### config.mk
export PLATFORM = sky130hd
export DESIGN_NAME = muldiv_ctrl
export DESIGN_NICKNAME = d
export VERILOG_FILES = /design/src/rtl/muldiv_ctrl_pkg.sv /design/src/rtl/muldiv_ctrl_div_radix2_step.sv /design/src/rtl/muldiv_ctrl.sv
export SDC_FILE = /design/constraint.sdc
export NUM_CORES = 1
export LEC_CHECK = 0
export ABC_AREA = 1
export BUFFER_PORTS_ARGS = -buffer_cell sky130_fd_sc_hd__buf_2
export CORE_MARGIN = 8
export CORE_UTILIZATION = 44
export CTS_BUF_LIST = sky130_fd_sc_hd__clkbuf_2
export CTS_CLUSTER_SIZE = 30
export DETAILED_ROUTE_END_ITERATION = 8
export RECOVER_POWER = 25
export SYNTH_ARGS = -nofsm -noshare
export SYNTH_HDL_FRONTEND = slang
export SYNTH_SLANG_ARGS = --single-unit
### constraint.sdc
create_clock -name clk -period 4.6 [get_ports clk]
set_input_delay 0.92 -clock clk [delete_from_list [all_inputs] [get_ports clk]]
set_output_delay 0.92 -clock clk [all_outputs]
set_load 0.005 [all_outputs]
### src/rtl/muldiv_ctrl_pkg.sv
// Shared funct codes, FSM states and sign-fixup helper for the multiply/divide sequencer.
package muldiv_ctrl_pkg;

  localparam int unsigned DATA_W  = 32;
  localparam int unsigned FUNCT_W = 6;

  localparam logic [FUNCT_W-1:0] FUNCT_MULT  = 6'h18;
  localparam logic [FUNCT_W-1:0] FUNCT_MULTU = 6'h19;
  localparam logic [FUNCT_W-1:0] FUNCT_DIV   = 6'h1a;
  localparam logic [FUNCT_W-1:0] FUNCT_DIVU  = 6'h1b;

  typedef enum logic [1:0] {
    MULDIV_IDLE = 2'd0,
    MULDIV_CALC = 2'd1,
    MULDIV_DONE = 2'd2
  } muldiv_state_e;

  typedef struct packed {
    logic is_div;
    logic sign_a;
    logic sign_b;
  } muldiv_op_t;

  function automatic logic is_muldiv(input logic [FUNCT_W-1:0] f);
    return (f == FUNCT_MULT) || (f == FUNCT_MULTU) || (f == FUNCT_DIV) || (f == FUNCT_DIVU);
  endfunction

  // raw is {hi, lo}: product for multiply, {remainder, quotient} for divide
  function automatic logic [2*DATA_W-1:0] sign_fixup(input logic is_div, input logic sign_a,
                                                     input logic sign_b,
                                                     input logic [2*DATA_W-1:0] raw);
    logic [DATA_W-1:0]   rem;
    logic [DATA_W-1:0]   quo;
    logic [2*DATA_W-1:0] res;
    rem = raw[2*DATA_W-1:DATA_W];
    quo = raw[DATA_W-1:0];
    if (is_div) begin
      if (sign_a ^ sign_b) quo = -quo;
      if (sign_a) rem = -rem;
      res = {rem, quo};
    end else begin
      res = (sign_a ^ sign_b) ? -raw : raw;
    end
    return res;
  endfunction

endpackage

### src/rtl/muldiv_ctrl_div_radix2_step.sv
// One restoring-division step on the {remainder, quotient} working register.
module div_radix2_step
  import muldiv_ctrl_pkg::*;
(
  input  logic [2*DATA_W-1:0] work,
  input  logic [DATA_W-1:0]   divisor,
  output logic [2*DATA_W-1:0] next_work_c
);

  logic [DATA_W:0] shifted_rem;
  logic [DATA_W:0] diff;

  // 33-bit compare: the shifted remainder can reach 2*divisor-1
  assign shifted_rem = {work[2*DATA_W-1:DATA_W], work[DATA_W-1]};
  assign diff        = shifted_rem - {1'b0, divisor};

  always_comb begin
    next_work_c = {shifted_rem[DATA_W-1:0], work[DATA_W-2:0], 1'b0};
    if (shifted_rem >= {1'b0, divisor}) begin
      next_work_c = {diff[DATA_W-1:0], work[DATA_W-2:0], 1'b1};
    end
  end

endmodule

### src/rtl/muldiv_ctrl.sv
// Multi-cycle MULT/MULTU/DIV/DIVU sequencer with EX stall request and HI/LO write strobe.
// Optional MULDIV_FAST_MUL_EN: single-cycle multiply, two-cycle MULT/MULTU latency.
module muldiv_ctrl
  import muldiv_ctrl_pkg::*;
#(
  parameter int unsigned DIV_ITERS = 32
) (
  input  logic               clk,
  input  logic               rst,
  input  logic [FUNCT_W-1:0] funct,
  input  logic [DATA_W-1:0]  operand_1,
  input  logic [DATA_W-1:0]  operand_2,
  input  logic               flush,
  output logic               stall_req,
  output logic               busy,
  output logic               hilo_write_en,
  output logic [DATA_W-1:0]  hi_out,
  output logic [DATA_W-1:0]  lo_out
);

  localparam int unsigned CNT_W = $clog2(DIV_ITERS) + 1;
  localparam logic [CNT_W-1:0] LAST_ITER = CNT_W'(DIV_ITERS - 1);

  muldiv_state_e       state;
  muldiv_op_t          op;
  logic [CNT_W-1:0]    cnt;
  logic [2*DATA_W-1:0] work;
  logic [DATA_W-1:0]   opb;

  logic                start_c;
  logic                op_div_c;
  logic                op_signed_c;
  logic                sign_a_c;
  logic                sign_b_c;
  logic                div_zero_c;
  logic [DATA_W-1:0]   mag1_c;
  logic [DATA_W-1:0]   mag2_c;
  logic [2*DATA_W-1:0] div_next_c;
  logic [DATA_W:0]     mul_sum_c;
  logic [2*DATA_W-1:0] mul_next_c;
  logic [2*DATA_W-1:0] calc_next_c;
  logic [2*DATA_W-1:0] result_c;

  // Operand decode and magnitude extraction for the start edge
  assign start_c     = is_muldiv(funct) && !flush;
  assign op_div_c    = (funct == FUNCT_DIV) || (funct == FUNCT_DIVU);
  assign op_signed_c = (funct == FUNCT_MULT) || (funct == FUNCT_DIV);
  assign sign_a_c    = op_signed_c && operand_1[DATA_W-1];
  assign sign_b_c    = op_signed_c && operand_2[DATA_W-1];
  assign mag1_c      = sign_a_c ? -operand_1 : operand_1;
  assign mag2_c      = sign_b_c ? -operand_2 : operand_2;
  assign div_zero_c  = op_div_c && (operand_2 == '0);

  assign stall_req = !flush && (((state == MULDIV_IDLE) && start_c) || (state == MULDIV_CALC));

  div_radix2_step u_div_step (
    .work        (work),
    .divisor     (opb),
    .next_work_c (div_next_c)
  );

  // Shift-add multiply: multiplier consumed from the low half, product fills from the top
  assign mul_sum_c   = {1'b0, work[2*DATA_W-1:DATA_W]} + ({1'b0, opb} & {(DATA_W+1){work[0]}});
  assign mul_next_c  = {mul_sum_c, work[DATA_W-1:1]};
  assign calc_next_c = op.is_div ? div_next_c : mul_next_c;
  assign result_c    = sign_fixup(op.is_div, op.sign_a, op.sign_b, calc_next_c);

`ifdef MULDIV_FAST_MUL_EN
  logic [2*DATA_W-1:0] fast_prod_c;
  assign fast_prod_c = (2*DATA_W)'(mag1_c) * (2*DATA_W)'(mag2_c);
`endif

  always_ff @(posedge clk or negedge rst) begin
    if (!rst) begin
      state         <= MULDIV_IDLE;
      op            <= '0;
      cnt           <= '0;
      work          <= '0;
      opb           <= '0;
      busy          <= 1'b0;
      hilo_write_en <= 1'b0;
      hi_out        <= '0;
      lo_out        <= '0;
    end else begin
      hilo_write_en <= 1'b0;
      if (flush) begin
        state <= MULDIV_IDLE;
        busy  <= 1'b0;
        cnt   <= '0;
      end else begin
        case (state)
          MULDIV_IDLE: begin
            if (start_c) begin
              op   <= '{is_div: op_div_c, sign_a: sign_a_c, sign_b: sign_b_c};
              cnt  <= '0;
              opb  <= op_div_c ? mag2_c : mag1_c;
              work <= {{DATA_W{1'b0}}, (op_div_c ? mag1_c : mag2_c)};
              busy <= 1'b1;
              if (div_zero_c) begin
                state         <= MULDIV_DONE;
                hi_out        <= operand_1;
                lo_out        <= '1;
                hilo_write_en <= 1'b1;
              end
`ifdef MULDIV_FAST_MUL_EN
              else if (!op_div_c) begin
                state              <= MULDIV_DONE;
                work               <= fast_prod_c;
                {hi_out, lo_out}   <= sign_fixup(1'b0, sign_a_c, sign_b_c, fast_prod_c);
                hilo_write_en      <= 1'b1;
              end
`endif
              else begin
                state <= MULDIV_CALC;
              end
            end
          end
          MULDIV_CALC: begin
            work <= calc_next_c;
            cnt  <= cnt + CNT_W'(1);
            if (cnt == LAST_ITER) begin
              state            <= MULDIV_DONE;
              {hi_out, lo_out} <= result_c;
              hilo_write_en    <= 1'b1;
            end
          end
          MULDIV_DONE: begin
            state <= MULDIV_IDLE;
            busy  <= 1'b0;
          end
          default: begin
            state <= MULDIV_IDLE;
            busy  <= 1'b0;
          end
        endcase
      end
    end
  end

endmodule

# After elaboration in Yosys (flattened, before gate mapping)
# Index checks and enable logic that the tools add are counted.
# op_classes
eq_ne	12
add_sub_neg	8
magnitude_cmp	1
mux	36
n_reduce_logical	23
n_bitwise	3
# ops
operator	count
$mux W32	12
$mux W64	5
$neg A32 Y32	4
$pmux W32 S2	2
$pmux W64 S2	1
$neg A64 Y64	1
$add A32 B33 Y33	1
$and A32 B33 Y33	1
$ge A33 B32 Y1	1
$logic_not A32 Y1	1
$sub A32 B32 Y32	1
$eq A6 B5 Y1 const B	5
$mux W6	2
$pmux W6 S2	1
$mux W2	4
$add A6 B1 Y6 const B	1
$logic_and A1 B1 Y1	6
$logic_or A1 B1 Y1	6
$mux W1	6
$ne A2 B2 Y1 const B	3
$reduce_and A2 Y1	3
$reduce_and A3 Y1	2
$reduce_and A5 Y1	1
$pmux W1 S2	2
11 further kinds	11
# word_totals
ff_bits	173
word_cells	94

# Logic depth before layout (Yosys ltp)
# Gate-level depths: netlist of run 1.
# depth
word_depth	8
depth_mapped	32

# Cells and area by module
# A second synthesis of run 1 with hierarchy kept.
# hier_totals
cells_unflattened	3163
hier_area_um2	18496.5
# modules_own_cells
module	area_per_inst_um2	n_inst	cells_per_inst	seq_area_each_um2
muldiv_ctrl	15103.2	1	2485	4329.2
div_radix2_step	3393.3	1	678	0.0

# Worst setup path before layout of run 1
# No wires, ideal clock.
# synth_path
path_kind	register to register
from	register work[45]
to	register hi_out[30]
arrival_time_ns	3.349
stages_incl_launch_ff	29
path_slack_ns	1.134
path_buffers	0
synth_period_minus_slack_ns	3.466
cell_sequence	dfrtp_1 > ha_1 > nand2_1 > nor2_2 > nand2_1 > nor2_1 > nand2_1 > nand2_2 > nor2_4 > nand3_1 > nand2_1 > ha_1 > inv_1 > nor3_2 > nand3b_2 > nor2_2 > nand2_2 > nor2_4 > a21oi_2 > a21oi_2 > nand3_1 > clkinv_1 > nand2_2 > nor2_2 > nand2_1 > nand3_1 > nand3_1 > nand2_1 > nand2_1
# synth_via
elab_chain_len	8
# synth_rtl
element	line_no	rtl
from (decl)	muldiv_ctrl.sv:27	logic [2*DATA_W-1:0] work;
from (signal assigned)	muldiv_ctrl.sv:97	work <= {{DATA_W{1'b0}}, (op_div_c ? mag1_c : mag2_c)};
from (signal assigned)	muldiv_ctrl.sv:119	work <= calc_next_c;
$sub A32 B32 Y32 / $ge A33 B32 Y1 (equally long branches)	muldiv_ctrl_div_radix2_step.sv:15, muldiv_ctrl_div_radix2_step.sv:19	
$mux W64	muldiv_ctrl_div_radix2_step.sv:19	if (shifted_rem >= {1'b0, divisor}) begin
$mux W64 *	muldiv_ctrl.sv:65	assign calc_next_c = op.is_div ? div_next_c : mul_next_c;
$neg A64 Y64 / $neg A32 Y32 (equally long branches)	muldiv_ctrl_pkg.sv:42, muldiv_ctrl_pkg.sv:39	
$mux W64 / $mux W32 (equally long branches)	muldiv_ctrl_pkg.sv:42, muldiv_ctrl_pkg.sv:39	
$mux W64 *	muldiv_ctrl_pkg.sv:37	if (is_div) begin
$mux W32 *	muldiv_ctrl.sv:121	if (cnt == LAST_ITER) begin
$pmux W32 S2 *	muldiv_ctrl.sv:91	case (state)
to (signal assigned)	muldiv_ctrl.sv:101	hi_out <= operand_1;
to (signal assigned)	muldiv_ctrl.sv:123	{hi_out, lo_out} <= result_c;
to (decl)	muldiv_ctrl.sv:17	output logic [DATA_W-1:0] hi_out,
# Every way passes the cells marked *; elsewhere a longest branch is shown, timed or not. The select of a mux whose other input is x is not followed.
# A chain may end at the register's enable or synchronous reset.

# Final worst setup path of run 1
# layout_path
from	register opb[13]
to	register hi_out[24]
# layout_via
elab_chain_len	8
# layout_rtl
element	line_no	rtl
from (decl)	muldiv_ctrl.sv:28	logic [DATA_W-1:0] opb;
from (signal assigned)	muldiv_ctrl.sv:96	opb <= op_div_c ? mag2_c : mag1_c;
$and A32 B33 Y33 (tied with other cells)	muldiv_ctrl.sv:63	assign mul_sum_c = {1'b0, work[2*DATA_W-1:DATA_W]} + ({1'b0, opb} & {(DATA_W+1){work[0]}});
$add A32 B33 Y33 / $mux W64 (equally long branches)	muldiv_ctrl.sv:63, muldiv_ctrl_div_radix2_step.sv:19	
$mux W64 *	muldiv_ctrl.sv:65	
$neg A64 Y64 / $neg A32 Y32 (equally long branches)	muldiv_ctrl_pkg.sv:42, muldiv_ctrl_pkg.sv:39	
$mux W64 / $mux W32 (equally long branches)	muldiv_ctrl_pkg.sv:42, muldiv_ctrl_pkg.sv:39	
$mux W64 *	muldiv_ctrl_pkg.sv:37	
$mux W32 *	muldiv_ctrl.sv:121	
$pmux W32 S2 *	muldiv_ctrl.sv:91	
# Marked as above.

==> flow_summary.ini, run 1 <==
[clock_network]
clk_pin_slew_ns = 0.29
cts_root_buf = clkbuf_2
ctsHtreeMaxLevel = 4
cts_made_buffers = 17
clk_latency_ns = 1.15
cts_tree = yes
cts.path.max_buffers = 2
numClockSinks = 173

[critical_path]
endpoint = hi_out[24]$_DFFE_PN0P_
cp_common_cell = nand2_1
critPathLaunch = opb[13]$_DFFE_PN0P_
cp_max_fo = 4
rr_endpoint = hi_out[24]$_DFFE_PN0P_
r2r_cells = 30
timing.rr.start = opb[13]$_DFFE_PN0P_
crit_path_top_delay_cell = dfrtp_1
critical_path_class = reg -> reg
rrSetupSlack_ns = 0.27
worstSetupEndpointType = flip-flop
cpPeakStageDelay_ns = 0.45
worstPathRequired_ns = 5.66
arrival_ns = 5.40
critPathLaunchType = flip-flop

[global_routing]
grt_max_degree = 86
antenna_found_initial = 2
overflow = 0
grt_pass1_wl_um = 126000
grt_pass1_vias = 20300
grtUsageTotal = 0.355

[synth]
ys_warn_count = 0
ys_types = 51
syn_inst = 3027
yosysSeqAreaShare = 0.242
synth_top_family_by_area = simple AND/OR/NAND/NOR gates
synth_compound_area_frac = 0.155
async_reset_ff_frac = 1.00
synthAdderAreaFrac = 0.0504
synth_seq_cells = 173
synth.avg_cell_area_um2 = 5.92
syn_nets = 3171
synthFlopType = dfrtp_1
synth-xor-area-share = 0.0440
netlist_area_mm2 = 0.0179
synth-simple-area-share = 0.384
synth-edff-count = 0
muxShareOfSynthArea = 0

[floorplan]
dieArea_mm2 = 0.0474
coreArea_mm2 = 0.0406
die_h_um = 218
initial_core_util = 0.442
fp.dieW_um = 218
rows = 74
io_pins = 140

[power]
power_leakage_nw = 10.5
max-vdd-ir-drop_uv = 231
p_seq_frac = 0.210
p_switching_mw = 6.45
power_frac_comb = 0.706
p_int_mw = 4.49
powerDensity_mw_per_mm2 = 557
p_clk_frac = 0.084
p_sw_frac = 0.590

[detailed_routing]
drc = 0
dr.pass1.iters = 6
drt-vias-per-instance = 5.70
routedWlPerCell_um = 23.1
wl_um = 85200
drt_iter0_markers = 2346
drtAntennaViolNets = 0
via_count = 21100

[sta]
worst_pin_slew_ns = 3.82
slew_viol_final = 65
finalCriticalPeriod_ns = 4.33
fin_tns_setup_ns = 0
finalHoldViolations = 0
relSlewSlack = -1.54
max_freq_mhz = 231
rsz0062_at_grt = no
finalSetupViolCount = 0
timing.final.crit_share = 0.942
fin_skew_ns = 0.0445
postLayoutSetupSlackWorst_ns = 0.265
whs_ns = 0.0556

[job]
cap_violations = 1

[place]
globalplace.congestion = 1.08
io_buffers = 139
dp_slack_ns = 0.193
dp_hpwl_um = 69000

[min_path]
hold_class = in -> reg

[outcome]
violations = capacitance limit, slew limit
status = complete, but fails checks

[finish]
nets = 3287
area_growth_pct = 9.64
drive_gt1_frac = 0.109
## per-stage QoR
step | util | power [mW] | cell area, µm² | cells
CTS | 0.483 | 10.8 | 19600 | 3685
detailed placement | 0.477 | 9.84 | 19300 | 3651
global placement | 0.477 | 9.82 | 19300 | 3651
finish | 0.485 | 10.9 | 19700 | 3692
global route | 0.484 | 11.7 | 19600 | 3690
floorplan | - | 7.12 | 17900 | 3027
## repair_timing
action | CTS | global route
setup endpoints to repair | 0 | 21
endpoints found under the hold margin | 64 | 0
resized for setup | 0 | 12
setup buffers | 0 | 3
hold buffers | 2 | 0
## power by group through the flow
stage | clock network (mW) | logic [mW] | registers (mW)
2_1_floorplan | 0 | 4.93 | 2.19
3_3_place_gp | 0 | 7.52 | 2.29
3_5_place_dp | 0 | 7.53 | 2.31
4_1_cts | 0.928 | 7.57 | 2.28
5_1_grt | 0.980 | 8.42 | 2.34
6_report | 0.923 | 7.72 | 2.29
## final cells by class
| cell class | count | area, µm² |
|---|---|---|
| clock inverter | 14 | 134 |
| timing repair buffer | 204 | 1270 |
| inverter | 463 | 1740 |
| fill | 4428 | 20900 |
| antenna | 4 | 10.0 |
| clock buffer | 18 | 90.1 |
| multi-input combinational | 2284 | 11400 |
| tap | 532 | 666 |
| sequential | 173 | 4340 |
## sequential cells by signal, summed over array words and instances, names as in the netlist
signal / count
busy: 1
cnt: 6
hi_out: 32
hilo_write_en: 1
lo_out: 32
op: 3
opb: 32
state: 2
work: 64
## cells in the mapped netlist, types with 3 or more instances
cell / n / area share
a21o_1: 3 / 0.0013
a21oi_1: 138 / 0.039
a21oi_2: 7 / 0.0034
a31oi_1: 17 / 0.0059
buf_1: 18 / 0.0038
buf_2: 19 / 0.0053
buf_6: 7 / 0.0044
clkbuf_1: 59 / 0.012
clkinv_1: 5 / 0.0010
dfrtp_1: 173 / 0.24
ha_1: 69 / 0.048
inv_1: 447 / 0.094
inv_2: 11 / 0.0023
nand2_1: 925 / 0.19
nand2_2: 15 / 0.0052
nand3_1: 221 / 0.062
nand3_2: 13 / 0.0073
nand3b_1: 10 / 0.0042
nand4_1: 40 / 0.014
nor2_1: 305 / 0.064
nor2_2: 23 / 0.0080
nor2_4: 6 / 0.0038
nor3_1: 32 / 0.0089
nor3_2: 5 / 0.0028
nor4_1: 7 / 0.0024
o211ai_1: 27 / 0.011
o21ai_0: 210 / 0.059
o21ai_1: 23 / 0.0064
o21ai_2: 3 / 0.0015
o21bai_1: 5 / 0.0021
o22ai_1: 52 / 0.018
o31ai_1: 4 / 0.0017
or2_2: 12 / 0.0042
xnor2_1: 20 / 0.0098
xor2_1: 70 / 0.034
## routing by layer
layer	routed length [µm]	track usage
met5	0	0
met3	6570	0.0698
met2	38800	0.574
met1	33600	0.429
met4	6250	0.225
## worst min path at each step
stage                     depth (start not counted)  slack, ns                   start                      to
after floorplan                                   1       0.46      cnt[3]$_DFFE_PN0P_      cnt[3]$_DFFE_PN0P_
after global placement                            2       0.46  hi_out[21]$_DFFE_PN0P_  hi_out[21]$_DFFE_PN0P_
after detailed placement                          2       0.46  hi_out[14]$_DFFE_PN0P_  hi_out[14]$_DFFE_PN0P_
after CTS                                         3       0.02            operand_1[2]   hi_out[2]$_DFFE_PN0P_
after global routing                              3       0.03            operand_1[2]   hi_out[2]$_DFFE_PN0P_
final                                             3       0.06            operand_1[2]   hi_out[2]$_DFFE_PN0P_
## logic make-up after synthesis
kind of cell / count (synthesis)
AOI/OAI and AO/OA: 502
xor gates and xnor gates: 90
adders and majority gates: 71
buffers and inverters: 570
DFF: 173
and+or+nand+nor: 1621
## layout by cell type, fill, tap and decap left out, types with 69 or more instances in the layout
cell type,Yosys,final
a21oi_1,138,138
nand3_1,221,219
ha_1,69,69
buf_2,19,138
inv_1,447,446
nand2_1,925,922
nor2_1,305,303
o21ai_0,210,210
dfrtp_1,173,170
xor2_1,70,70
## worst max-delay path, delay by kind of cell, from the launching register on
kind	cells	cell delay (ns)
compound gates	1	0.22
fa+ha+maj	2	0.45
simple gates	23	2.60
flops	1	0.45
buf+inv	4	0.49
Power figures use the tool's default switching activity.
==> run 2: changes to the inputs <==
--- a/config.mk
+++ b/config.mk
@@ -15,4 +15,5 @@
 export RECOVER_POWER = 25
 export SYNTH_ARGS = -nofsm -noshare
 export SYNTH_HDL_FRONTEND = slang
+export SYNTH_HIERARCHICAL = 1
 export SYNTH_SLANG_ARGS = --single-unit
==> flow_summary.ini, run 2 <==
[clock_network]
clk_latency_ns = 1.11
ctsHtreeMaxLevel = 4
numClockSinks = 173
cts_made_buffers = 17
cts_tree = yes
cts.path.max_buffers = 2
cts_root_buf = clkbuf_2
clk_pin_slew_ns = 0.31

[synth]
ys_warn_count = 6
synth_seq_cells = 173
synth_common_cells = 1132 x nand2_1, 497 x inv_1, 266 x nor2_1, 232 x nand3_1, 173 x dfrtp_1
synth.most_common_cell = nand2_1
synthFlopType = dfrtp_1
synth_top_cell_area_share = 0.234
async_reset_ff_frac = 1.00
syn_inst = 3163
ys_types = 59
yosysSeqAreaShare = 0.234
synth.avg_cell_area_um2 = 5.85
synth_area_leaders = dfrtp_1 23%, nand2_1 23%, inv_1 10%
syn_nets = 3307
netlist_area_mm2 = 0.0185
synth_top_cell_by_area = dfrtp_1
synth-edff-count = 0

[power]
power_mw = 17.8
powerDensity_mw_per_mm2 = 876
max-vdd-ir-drop_uv = 309
power_leakage_nw = 11.2

[finish]
largest_reg_flops = 64
regMostFlops = work
final_common_cell = nand2_1
area_growth_pct = 9.85
mostFrequentLayoutCells = 1132 x nand2_1, 495 x inv_1, 261 x nor2_1, 229 x nand3_1, 166 x dfrtp_1
drive_gt1_frac = 0.112
finish.utilization = 0.487
nets = 3439

[place]
io_buffers = 139
dp_hpwl_um = 69200
globalplace.congestion = 1.03
dp_slack_ns = 0.232

[floorplan]
dieArea_mm2 = 0.0489
fp.dieW_um = 221
initial_core_util = 0.443
rows = 75
die_h_um = 221
io_pins = 140
coreArea_mm2 = 0.0418

[min_path]
hold_class = in -> reg

[global_routing]
grt_pass1_wl_um = 128000
grt_pass1_vias = 21000
antenna_found_initial = 7
overflow = 0
grt_max_degree = 129
grtUsageTotal = 0.341

[outcome]
violations = capacitance limit, slew limit
status = complete, but fails checks

[sta]
worst_pin_slew_ns = 3.73
fin_skew_ns = 0.0694
finalHoldViolations = 0
timing.final.crit_share = 0.932
relSlewSlack = -1.48
rsz0062_at_grt = no
fin_tns_setup_ns = 0
slew_viol_final = 175
finalSetupViolCount = 0
max_freq_mhz = 233
finalCriticalPeriod_ns = 4.29
postLayoutSetupSlackWorst_ns = 0.314

[critical_path]
worstPathRequired_ns = 5.56
critPathBufInv = 4
cp_common_cell = nand2_1
cp_max_fo = 16
arrival_ns = 5.25
critical_path_class = reg -> reg
critPathLaunchType = flip-flop
cpPeakStageDelay_ns = 0.52
worstSetupEndpointType = flip-flop
crit_path_top_delay_cell = dfrtp_2
cp_top_family = simple AND/OR/NAND/NOR gates

[detailed_routing]
via_count = 21500
dr.pass1.iters = 9
wl_um = 85000
routedWlPerCell_um = 22.1
drt-vias-per-instance = 5.59
drtAntennaViolNets = 0
drc = 0
drt_iter0_markers = 2467

[job]
cap_violations = 2
## run 2: changes by cell type after synthesis, moves of 14 or more
cell,change
nor2_1,-39
nand3b_1,+14
o21ai_0,-76
nand2_1,+207
inv_1,+50
buf_4,+32
xor2_1,+19
a21oi_1,-19
o22ai_1,-35
nor2_2,-15
## run 2: timing repair
action | 4_1_cts | 5_1_grt
hold buffers | 1 | 0
setup endpoints to repair | 0 | 29
gates resized for setup | 0 | 19
buffers inserted | 0 | 3
endpoints found under the hold margin | 173 | 0
## run 2: final cells by class
cell class / count / area [µm²]
clock inverter: 15 / 193
fill: 4581 / 21400
inverter: 508 / 1910
tap: 539 / 674
clock buffer: 17 / 85.1
sequential: 173 / 4340
timing repair buffer: 240 / 1470
multi-input combinational: 2355 / 11600
antenna: 4 / 10.0
## run 2: logic make-up after synthesis
logic type / Yosys count / share of synthesized area
flops: 173 / 0.234
simple gates: 1794 / 0.407
xor+xnor: 101 / 0.0478
compound gates: 384 / 0.120
buf+inv: 635 / 0.139
fa+ha+maj: 71 / 0.0488
mux: 5 / 0.00271
## run 2: through the flow
step           instances  hold slack (ns)  cell area, µm²
2_1_floorplan       3163            0.467           18500
3_3_place_gp        3811            0.460           20000
3_5_place_dp        3811            0.461           20000
4_1_cts             3844           0.0564           20300
5_1_grt             3850           0.0993           20300
6_report            3851            0.118           20300
## run 2: path summary, 6_finish.rpt
kind                                        from                     end  slack (ns)  cells past startpoint
max reg2reg                  opb[27]$_DFFE_PN0P_  hi_out[10]$_DFFE_PN0P_        0.31                     26
max                          opb[27]$_DFFE_PN0P_  hi_out[10]$_DFFE_PN0P_        0.31                     26
min reg2reg                hi_out[9]$_DFFE_PN0P_   hi_out[9]$_DFFE_PN0P_        0.52                      2
min                                operand_1[31]     opb[31]$_DFFE_PN0P_        0.12                      3
min in group asynchronous                    rst    work[49]$_DFFE_PN0P_        1.34                      3
max in group asynchronous                    rst    work[33]$_DFFE_PN0P_        0.57                      3
## run 2: worst min-delay path: cells and delay by family
family,cells,cell delay [ns]
buf+inv,1,0.14
simple gates,2,0.15
## run 2: power by group
group | internal [mW] | switching, mW
clock | 0.245 | 0.773
sequential | 2.17 | 0.596
combinational | 4.33 | 9.69
total | 6.75 | 11.1
## run 2: per-layer routing
metal | share of wire | routed length [µm] | GRT usage
met1 | 0.40 | 34100 | 0.416
met2 | 0.46 | 38700 | 0.563
met3 | 0.078 | 6640 | 0.0578
met4 | 0.066 | 5580 | 0.202
met5 | 0.00013 | 11 | 0
